`config.mk`:
```
export PLATFORM = sky130hd
export DESIGN_NAME = safe_region_ctrl
export DESIGN_NICKNAME = d
export VERILOG_FILES = /design/src/rtl/smart_pkg.sv /design/src/rtl/safe_region_regs.sv /design/src/rtl/safe_region_ctrl.sv
export SDC_FILE = /design/constraint.sdc
export NUM_CORES = 1
export LEC_CHECK = 0
export ABC_AREA = 1
export BUFFER_PORTS_ARGS = -buffer_cell sky130_fd_sc_hd__buf_2
export CORE_ASPECT_RATIO = 0.5
export CORE_MARGIN = 5
export CORE_UTILIZATION = 35
export CTS_BUF_LIST = sky130_fd_sc_hd__clkbuf_4 sky130_fd_sc_hd__clkbuf_8 sky130_fd_sc_hd__clkbuf_16
export DETAILED_ROUTE_END_ITERATION = 7
export PLACE_DENSITY = 0.57
export SYNTH_ARGS = -nofsm -noshare
export SYNTH_HDL_FRONTEND = slang
export SYNTH_SLANG_ARGS = --single-unit
```
`constraint.sdc`:
```
create_clock -name mclk -period 2.6 [get_ports mclk]
set_input_delay 0 -clock mclk [delete_from_list [all_inputs] [get_ports mclk]]
set_output_delay 0 -clock mclk [all_outputs]
set_load 0.02 [all_outputs]
```
`src/rtl/smart_pkg.sv`:
```
// Shared types and constants for the safe-region access controller.
package smart_pkg;

    localparam int unsigned ADDR_W  = 14;
    localparam int unsigned DATA_W  = 16;
    localparam int unsigned MEM_W   = 16;
    localparam int unsigned CNT_W   = 8;
    localparam int unsigned REG_NUM = 6;

    // Register word offsets from BASE_ADDR
    localparam logic [2:0] OFF_CTRL    = 3'd0;
    localparam logic [2:0] OFF_SAFE_LO = 3'd1;
    localparam logic [2:0] OFF_SAFE_HI = 3'd2;
    localparam logic [2:0] OFF_CODE_LO = 3'd3;
    localparam logic [2:0] OFF_CODE_HI = 3'd4;
    localparam logic [2:0] OFF_STATUS  = 3'd5;

    localparam int unsigned CTRL_EN      = 0;
    localparam int unsigned CTRL_LOCK    = 1;
    localparam int unsigned CTRL_IRQ_EN  = 2;
    localparam int unsigned STAT_FLAG    = 0;
    localparam int unsigned STAT_CNT_CLR = 1;
    localparam int unsigned STAT_CNT_LSB = 8;

    typedef enum logic [1:0] {
        ST_DISABLED = 2'd0,
        ST_OUTSIDE  = 2'd1,
        ST_INSIDE   = 2'd2,
        ST_VIOL     = 2'd3
    } state_e;

    // Configuration the FSM consumes from the register block
    typedef struct packed {
        logic              en;
        logic [MEM_W-1:0]  safe_lo;
        logic [MEM_W-1:0]  safe_hi;
        logic [MEM_W-1:0]  code_lo;
        logic [MEM_W-1:0]  code_hi;
    } cfg_t;

    function automatic logic [DATA_W-1:0] byte_merge(
        input logic [DATA_W-1:0] old_val,
        input logic [DATA_W-1:0] din,
        input logic [1:0]        we
    );
        logic [DATA_W-1:0] res;
        res = old_val;
        if (we[0]) res[7:0]  = din[7:0];
        if (we[1]) res[15:8] = din[15:8];
        return res;
    endfunction

endpackage

```
`src/rtl/safe_region_regs.sv`:
```
// Peripheral register block: address decode, byte-granular writes with LOCK
// gating, violation flag/count bookkeeping and the combinational read mux.
module safe_region_regs
    import smart_pkg::*;
#(
    parameter logic [ADDR_W-1:0] BASE_ADDR = 14'h0048
) (
    input  logic              mclk,
    input  logic              reset_n,
    input  logic [ADDR_W-1:0] i_per_addr,
    input  logic [DATA_W-1:0] i_per_din,
    input  logic              i_per_en,
    input  logic [1:0]        i_per_we,
    output logic [DATA_W-1:0] o_per_dout,
    input  logic              i_viol_set,
    output cfg_t              o_cfg,
    output logic              o_irq_violation
);

    logic [ADDR_W-1:0] w_offset;
    logic [2:0]        w_sel;
    logic              w_hit;
    logic              w_wr;
    logic              w_rd;

    logic              r_en;
    logic              r_lock;
    logic              r_irq_en;
    logic [MEM_W-1:0]  r_safe_lo;
    logic [MEM_W-1:0]  r_safe_hi;
    logic [MEM_W-1:0]  r_code_lo;
    logic [MEM_W-1:0]  r_code_hi;
    logic              r_flag;
    logic [CNT_W-1:0]  r_cnt;
    logic              r_irq;

    logic              w_en_nxt;
    logic              w_lock_nxt;
    logic              w_irq_en_nxt;
    logic [MEM_W-1:0]  w_safe_lo_nxt;
    logic [MEM_W-1:0]  w_safe_hi_nxt;
    logic [MEM_W-1:0]  w_code_lo_nxt;
    logic [MEM_W-1:0]  w_code_hi_nxt;
    logic              w_flag_nxt;
    logic [CNT_W-1:0]  w_cnt_nxt;
    logic              w_clr_flag;
    logic              w_clr_cnt;

    assign w_offset = i_per_addr - BASE_ADDR;
    assign w_hit    = (i_per_addr >= BASE_ADDR) && (w_offset < ADDR_W'(REG_NUM));
    assign w_sel    = w_offset[2:0];
    assign w_wr     = i_per_en && (i_per_we != 2'b00) && w_hit;
    assign w_rd     = i_per_en && (i_per_we == 2'b00) && w_hit;

    // Register next values; a locked block only accepts IRQ_EN and STATUS
    always_comb begin
        w_en_nxt      = r_en;
        w_lock_nxt    = r_lock;
        w_irq_en_nxt  = r_irq_en;
        w_safe_lo_nxt = r_safe_lo;
        w_safe_hi_nxt = r_safe_hi;
        w_code_lo_nxt = r_code_lo;
        w_code_hi_nxt = r_code_hi;
        w_clr_flag    = 1'b0;
        w_clr_cnt     = 1'b0;
        if (w_wr) begin
            case (w_sel)
                OFF_CTRL: begin
                    if (i_per_we[0]) begin
                        if (!r_lock) begin
                            w_en_nxt   = i_per_din[CTRL_EN];
                            w_lock_nxt = i_per_din[CTRL_LOCK];
                        end
                        w_irq_en_nxt = i_per_din[CTRL_IRQ_EN];
                    end
                end
                OFF_SAFE_LO: if (!r_lock) w_safe_lo_nxt = byte_merge(r_safe_lo, i_per_din, i_per_we);
                OFF_SAFE_HI: if (!r_lock) w_safe_hi_nxt = byte_merge(r_safe_hi, i_per_din, i_per_we);
                OFF_CODE_LO: if (!r_lock) w_code_lo_nxt = byte_merge(r_code_lo, i_per_din, i_per_we);
                OFF_CODE_HI: if (!r_lock) w_code_hi_nxt = byte_merge(r_code_hi, i_per_din, i_per_we);
                OFF_STATUS: begin
                    if (i_per_we[0]) begin
                        w_clr_flag = i_per_din[STAT_FLAG];
                        w_clr_cnt  = i_per_din[STAT_CNT_CLR];
                    end
                end
                default: ;
            endcase
        end

        // A violation entry beats a same-cycle software clear
        if (i_viol_set) begin
            w_flag_nxt = 1'b1;
            if (w_clr_cnt)
                w_cnt_nxt = CNT_W'(1);
            else if (r_cnt == {CNT_W{1'b1}})
                w_cnt_nxt = r_cnt;
            else
                w_cnt_nxt = r_cnt + CNT_W'(1);
        end else begin
            w_flag_nxt = w_clr_flag ? 1'b0 : r_flag;
            w_cnt_nxt  = w_clr_cnt ? '0 : r_cnt;
        end
    end

    always_ff @(posedge mclk or negedge reset_n) begin
        if (!reset_n) begin
            r_en      <= 1'b0;
            r_lock    <= 1'b0;
            r_irq_en  <= 1'b0;
            r_safe_lo <= '0;
            r_safe_hi <= '0;
            r_code_lo <= '0;
            r_code_hi <= '0;
            r_flag    <= 1'b0;
            r_cnt     <= '0;
            r_irq     <= 1'b0;
        end else begin
            r_en      <= w_en_nxt;
            r_lock    <= w_lock_nxt;
            r_irq_en  <= w_irq_en_nxt;
            r_safe_lo <= w_safe_lo_nxt;
            r_safe_hi <= w_safe_hi_nxt;
            r_code_lo <= w_code_lo_nxt;
            r_code_hi <= w_code_hi_nxt;
            r_flag    <= w_flag_nxt;
            r_cnt     <= w_cnt_nxt;
            r_irq     <= w_flag_nxt & w_irq_en_nxt;
        end
    end

    // Combinational read data, zero unless a read hits the map
    always_comb begin
        o_per_dout = '0;
        if (w_rd) begin
            case (w_sel)
                OFF_CTRL: begin
                    o_per_dout[CTRL_EN]     = r_en;
                    o_per_dout[CTRL_LOCK]   = r_lock;
                    o_per_dout[CTRL_IRQ_EN] = r_irq_en;
                end
                OFF_SAFE_LO: o_per_dout = r_safe_lo;
                OFF_SAFE_HI: o_per_dout = r_safe_hi;
                OFF_CODE_LO: o_per_dout = r_code_lo;
                OFF_CODE_HI: o_per_dout = r_code_hi;
                OFF_STATUS: begin
                    o_per_dout[STAT_FLAG]                 = r_flag;
                    o_per_dout[STAT_CNT_LSB +: CNT_W]     = r_cnt;
                end
                default: o_per_dout = '0;
            endcase
        end
    end

    assign o_cfg.en        = r_en;
    assign o_cfg.safe_lo   = r_safe_lo;
    assign o_cfg.safe_hi   = r_safe_hi;
    assign o_cfg.code_lo   = r_code_lo;
    assign o_cfg.code_hi   = r_code_hi;
    assign o_irq_violation = r_irq;

endmodule

```
`src/rtl/safe_region_ctrl.sv`:
```
// Safe-region access controller: single-entry-point sequencing of protected
// code, illegal-access detection and a stretched violation reset.
module safe_region_ctrl
    import smart_pkg::*;
#(
    parameter logic [ADDR_W-1:0] BASE_ADDR = 14'h0048,
    parameter int unsigned       RST_PULSE = 8
) (
    input  logic              mclk,
    input  logic              reset_n,
    input  logic [ADDR_W-1:0] per_addr,
    input  logic [DATA_W-1:0] per_din,
    input  logic              per_en,
    input  logic [1:0]        per_we,
    output logic [DATA_W-1:0] per_dout,
    input  logic [MEM_W-1:0]  mem_addr,
    input  logic              mem_en,
    input  logic [MEM_W-1:0]  pc,
    input  logic              pc_valid,
    input  logic              disable_debug,
    output logic              in_safe_area,
    output logic              violation_rst,
    output logic              irq_violation
);

    localparam logic [7:0] PULSE_LOAD = 8'(RST_PULSE - 1);

    cfg_t       w_cfg;
    logic       w_viol_set;
    logic       w_addr_in_safe;
    logic       w_pc_in_code;
    logic       w_pc_entry;
    state_e     r_state;
    state_e     w_state_nxt;
    logic [7:0] r_pulse_cnt;
    logic [7:0] w_pulse_nxt;
    logic       r_in_safe;
    logic       r_viol_rst;

    safe_region_regs #(
        .BASE_ADDR (BASE_ADDR)
    ) u_regs (
        .mclk            (mclk),
        .reset_n         (reset_n),
        .i_per_addr      (per_addr),
        .i_per_din       (per_din),
        .i_per_en        (per_en),
        .i_per_we        (per_we),
        .o_per_dout      (per_dout),
        .i_viol_set      (w_viol_set),
        .o_cfg           (w_cfg),
        .o_irq_violation (irq_violation)
    );

    // Inclusive unsigned range checks; lo > hi yields an empty range
    assign w_addr_in_safe = mem_en && (mem_addr >= w_cfg.safe_lo) && (mem_addr <= w_cfg.safe_hi);
    assign w_pc_in_code   = pc_valid && (pc >= w_cfg.code_lo) && (pc <= w_cfg.code_hi);
    assign w_pc_entry     = pc_valid && (pc == w_cfg.code_lo);

    always_comb begin
        w_state_nxt = r_state;
        w_pulse_nxt = r_pulse_cnt;
        w_viol_set  = 1'b0;
        case (r_state)
            ST_DISABLED: begin
                if (w_cfg.en) w_state_nxt = ST_OUTSIDE;
            end
            ST_OUTSIDE: begin
                // Data intrusion outranks a same-cycle entry fetch
                if (w_addr_in_safe) begin
                    w_state_nxt = ST_VIOL;
                    w_pulse_nxt = PULSE_LOAD;
                end else if (w_pc_entry) begin
                    w_state_nxt = ST_INSIDE;
                end else if (w_pc_in_code) begin
                    w_state_nxt = ST_VIOL;
                    w_pulse_nxt = PULSE_LOAD;
                end
            end
            ST_INSIDE: begin
                if (pc_valid && !w_pc_in_code) w_state_nxt = ST_OUTSIDE;
            end
            ST_VIOL: begin
                if (r_pulse_cnt == 8'd0)
                    w_state_nxt = ST_OUTSIDE;
                else
                    w_pulse_nxt = r_pulse_cnt - 8'd1;
            end
            default: w_state_nxt = ST_DISABLED;
        endcase

        if (!w_cfg.en) w_state_nxt = ST_DISABLED;

        w_viol_set = (r_state != ST_VIOL) && (w_state_nxt == ST_VIOL);
    end

    always_ff @(posedge mclk or negedge reset_n) begin
        if (!reset_n) begin
            r_state     <= ST_DISABLED;
            r_pulse_cnt <= 8'd0;
            r_in_safe   <= 1'b0;
            r_viol_rst  <= 1'b0;
        end else begin
            r_state     <= w_state_nxt;
            r_pulse_cnt <= w_pulse_nxt;
            r_in_safe   <= (w_state_nxt == ST_INSIDE);
            r_viol_rst  <= (w_state_nxt == ST_VIOL) && !disable_debug;
        end
    end

    assign in_safe_area  = r_in_safe;
    assign violation_rst = r_viol_rst;

endmodule

```
==> flow_summary_export.csv <==
group,metric,value,unit
setup_path,r2r_slack,200,ps
clock_network,path_clk_slew,70,ps
place,port_buffers,88,
setup_path,r2r_cells,16,
setup_path,critPathLaunchType,"flop",
grt,grt_pass1_vias,5792,
floorplanning,die_w,199,um
logic_synthesis,synth_async_sr_flop_share,100,%
setup_path,setup.worst_path.end_class,"flop",
setup_path,timing.critical_path.required,2880,ps
cells_and_area,final_nets,1078,
floorplanning,dieArea,20900,um^2
logic_synthesis,synth-edff-count,0,
power,p_int,2.55,mW
min_path,min_path_cells,3,
logic_synthesis,synth_fp_nets,960,
setup_path,crit_path_max_incr_delay,380,ps
run,max_cap_violations,0,
cells_and_area,drive_gt1_share,19.9,%
sta,finalMaxSlewViolations,0,
clock_network,cts_made_buffers,9,
logic_synthesis,synth_cell_type_count,49,
cells_and_area,final_cell_mix,"nand2_1, inv_1, dfrtp_1, buf_2, o21ai_1",
min_path,whs_endpoint,"u_regs.r_safe_lo[1]",
grt,antenna_found_initial,0,
logic_synthesis,netlist_area,6270,um^2
routing,vias,5802,
logic_synthesis,synth_area_leaders,"dfrtp_1, ha_1, nand2_1, inv_1, o21ai_1",
logic_synthesis,ys_ff_latch,89,
routing,vias_per_cell,4.93,
power,irDropWorstVdd,380,uV
cells_and_area,syn_to_final_growth,21.6,%
min_path,min_from,"per_din[1]",
logic_synthesis,yosysWarnings,0,
clock_network,cts_tree,"built",
setup_path,slowest_stage,"dfrtp_1",
sta,skew,8.44,ps
cells_and_area,diodes,0,
routing,first_pass_iters,5,
floorplanning,die_h,105,um
clock_network,cts_buffer_depth,2,
setup_path,critPathTopFamily,"simple AND/OR/NAND/NOR gates",
place,dp_slack,171,ps
sta,fmax,416,MHz
floorplanning,io_pins,89,
power,swShare,33.0,%
setup_path,r2r_start,"u_regs.r_code_lo[15]",
power,p_seq_share,41.8,%
sta,hold_viol,0,
logic_synthesis,yosysTopAreaCellShare,35.5,%
setup_path,cp.arrival,2680,ps
sta,fin_ws,198,ps
power,power.share.combinational,25.4,%
clock_network,root_buffer,"clkbuf_16",
floorplanning,core_area,17500,um^2
floorplanning,rows,34,
clock_network,clock_sinks,89,
power,power_density,498,nW/um^2
routing,routed_wl,18500,um
routing,final_antenna_net_count,0,
clock_network,htree_levels,3,
setup_path,critPathKind,"flop to flop",
grt,grt_pass1_wl,29800,um
grt,grt_max_degree,52,
grt,grt.overflow.total,0,
setup_path,crit_path_frequent_cell,"nand2_1",
power,p_sw,1.25,mW
place,place.gp.congestion,0.865,
sta,fin_hold_ws,17.0,ps
sta,post-route-period-util,92.4,%
logic_synthesis,synth_top_cell_by_area,"dfrtp_1",
setup_path,cp_num_buf_inv,1,
power,power_frac_clock,32.8,%
status,outcome,"finished, final reports clean",
cells_and_area,final_common_cell,"nand2_1",
clock_network,clock_latency,340,ps
min_path,min_path_type,"primary input to flop",
power,p_leak,3.57,nW
floorplanning,start_util,35.9,%
routing,wl_per_cell,15.7,um
grt,track_usage,17.8,%
logic_synthesis,syn-mean-instance-area,7.64,um^2
setup_path,path_max_fanout,5,
logic_synthesis,synth_cells,821,
logic_synthesis,yosysSeqAreaShare,35.5,%
sta,finalSetupViolations,0,
logic_synthesis,ys.flop_type,"dfrtp_1",
setup_path,reg2reg_to,"u_regs.r_cnt[1]",
routing,drcViolationCount,0,
setup_path,path_cells,"inv_1 > ha_1 > a21o_1 > nor2_2 > o21ai_1 > nor2_1 > nand2_2 > nand3_4 > nand2_1 > nand2_1 > nand2_2 > nor2_8 > nand3_4 > nor2_8 > nand4_1 > nand2_1",
place,dp_hpwl,14800,um
sta,slew_headroom,38.2,%
sta,worstMarginPinSlew,921,ps
sta,finalWorstPathRequiredPeriod,2400,ps
routing,drt_iter0_markers,373,
[layout make-up]
class,instances,area [um^2]
inverters,140,526
clock buffers,11,253
multi-input cells,581,3580
clock inverters,4,28.8
fillers,1806,9860
well taps,234,293
flip-flops and latches,89,2230
repair buffers,118,716
[logic make-up after synthesis]
| family | Yosys count | synth area share, % |
|---|---|---|
| and+or+nand+nor | 328 | 23.8 |
| AOI/OAI and AO/OA | 172 | 15.9 |
| buffers and inverters | 152 | 9.48 |
| DFF | 89 | 35.5 |
| adders and majority gates | 69 | 13.8 |
| xor gates and xnor gates | 11 | 1.54 |
[worst register-to-register path, cell delays in order, from the launching register on]
cell     delay [ps]
dfrtp_1         380
inv_1            50
ha_1            290
a21o_1          200
nor2_2          120
o21ai_1          90
nor2_1          130
nand2_2         100
nand3_4         100
nand2_1          50
nand2_1          70
nand2_2          80
nor2_8          170
nand3_4         140
nor2_8          180
nand4_1         110
nand2_1          80
[what timing repair did]
item                                   CTS  global route
setup buffers                            0            11
setup endpoints to repair                0            10
resized for setup                        0            25
hold buffers                            14             0
endpoints found under the hold margin   89             0
[cell usage after synthesis, types with 2 or more instances]
cell type and count:
a221oi_1 6, buf_6 2, clkinv_1 2, dfrtp_1 89, o21ai_1 68, xor2_1 10, inv_2 8, o211ai_1 2
nand2_1 188, nand3_1 39, nand4_1 5, a21o_1 2, nor2_2 8, inv_1 130, nor3_1 4, nor3_2 2
a21oi_1 36, buf_2 7, o21ai_0 14, o21bai_1 5, ha_1 69, o31ai_1 5, a31oi_1 11, nand2_2 14
nor4_1 3, nor2_8 2, nor2_1 54, a21boi_1 2, clkbuf_1 2, o22ai_1 13
[metrics by stage]
step	power (mW)	area, um^2	setup TNS (ps)	utilization (%)	cells
detailed placement	2.47	6990	0	40.0	1136
global placement	2.46	6990	0	40.0	1136
finish	3.80	7620	0	43.6	1177
global route	4.02	7620	-14.3	43.6	1177
floorplan	2.18	6270	0	-	821
CTS	3.74	7410	0	42.4	1165
[power by group through the flow]
stage                     clock [mW]  sequential (mW)  combinational, mW
after global routing            1.31             1.61               1.10
final                           1.24             1.59              0.965
after detailed placement           0             1.61              0.868
after global placement             0             1.61              0.848
after floorplan                    0             1.59              0.596
after CTS                       1.27             1.59              0.885
[per-layer routing]
| metal | track usage, % | up-vias | wire, um |
|---|---|---|---|
| met5 | 0 | - | 0 |
| met4 | 2.98 | 0 | 161 |
| met3 | 3.25 | 16 | 824 |
| met2 | 28.0 | 113 | 8030 |
| met1 | 26.0 | 2733 | 9460 |
| li1 | - | 2940 | - |
[state kept, by name, summed over array words and instances, names as in the netlist, 2 cells and up]
register          flops
u_regs.r_cnt          8
r_pulse_cnt           8
u_regs.r_safe_hi     16
r_state               2
u_regs.r_code_hi     16
u_regs.r_safe_lo     16
u_regs.r_code_lo     16
[how the worst max path moves through the flow]
| stage | slack [ps] | endpoint | startpoint | cells after the start |
|---|---|---|---|---|
| 2_1_floorplan | 570 | u_regs.r_cnt[0] | u_regs.r_safe_lo[7] | 17 |
| 3_3_place_gp | 180 | u_regs.r_cnt[0] | u_regs.r_code_lo[13] | 17 |
| 3_5_place_dp | 170 | u_regs.r_cnt[0] | u_regs.r_code_lo[13] | 16 |
| 4_1_cts | 150 | u_regs.r_cnt[0] | u_regs.r_code_lo[13] | 16 |
| 5_1_grt | -10 | u_regs.r_cnt[1] | u_regs.r_code_lo[11] | 15 |
| 6_report | 200 | u_regs.r_cnt[1] | u_regs.r_code_lo[15] | 16 |
Power figures use the tool's default switching activity.
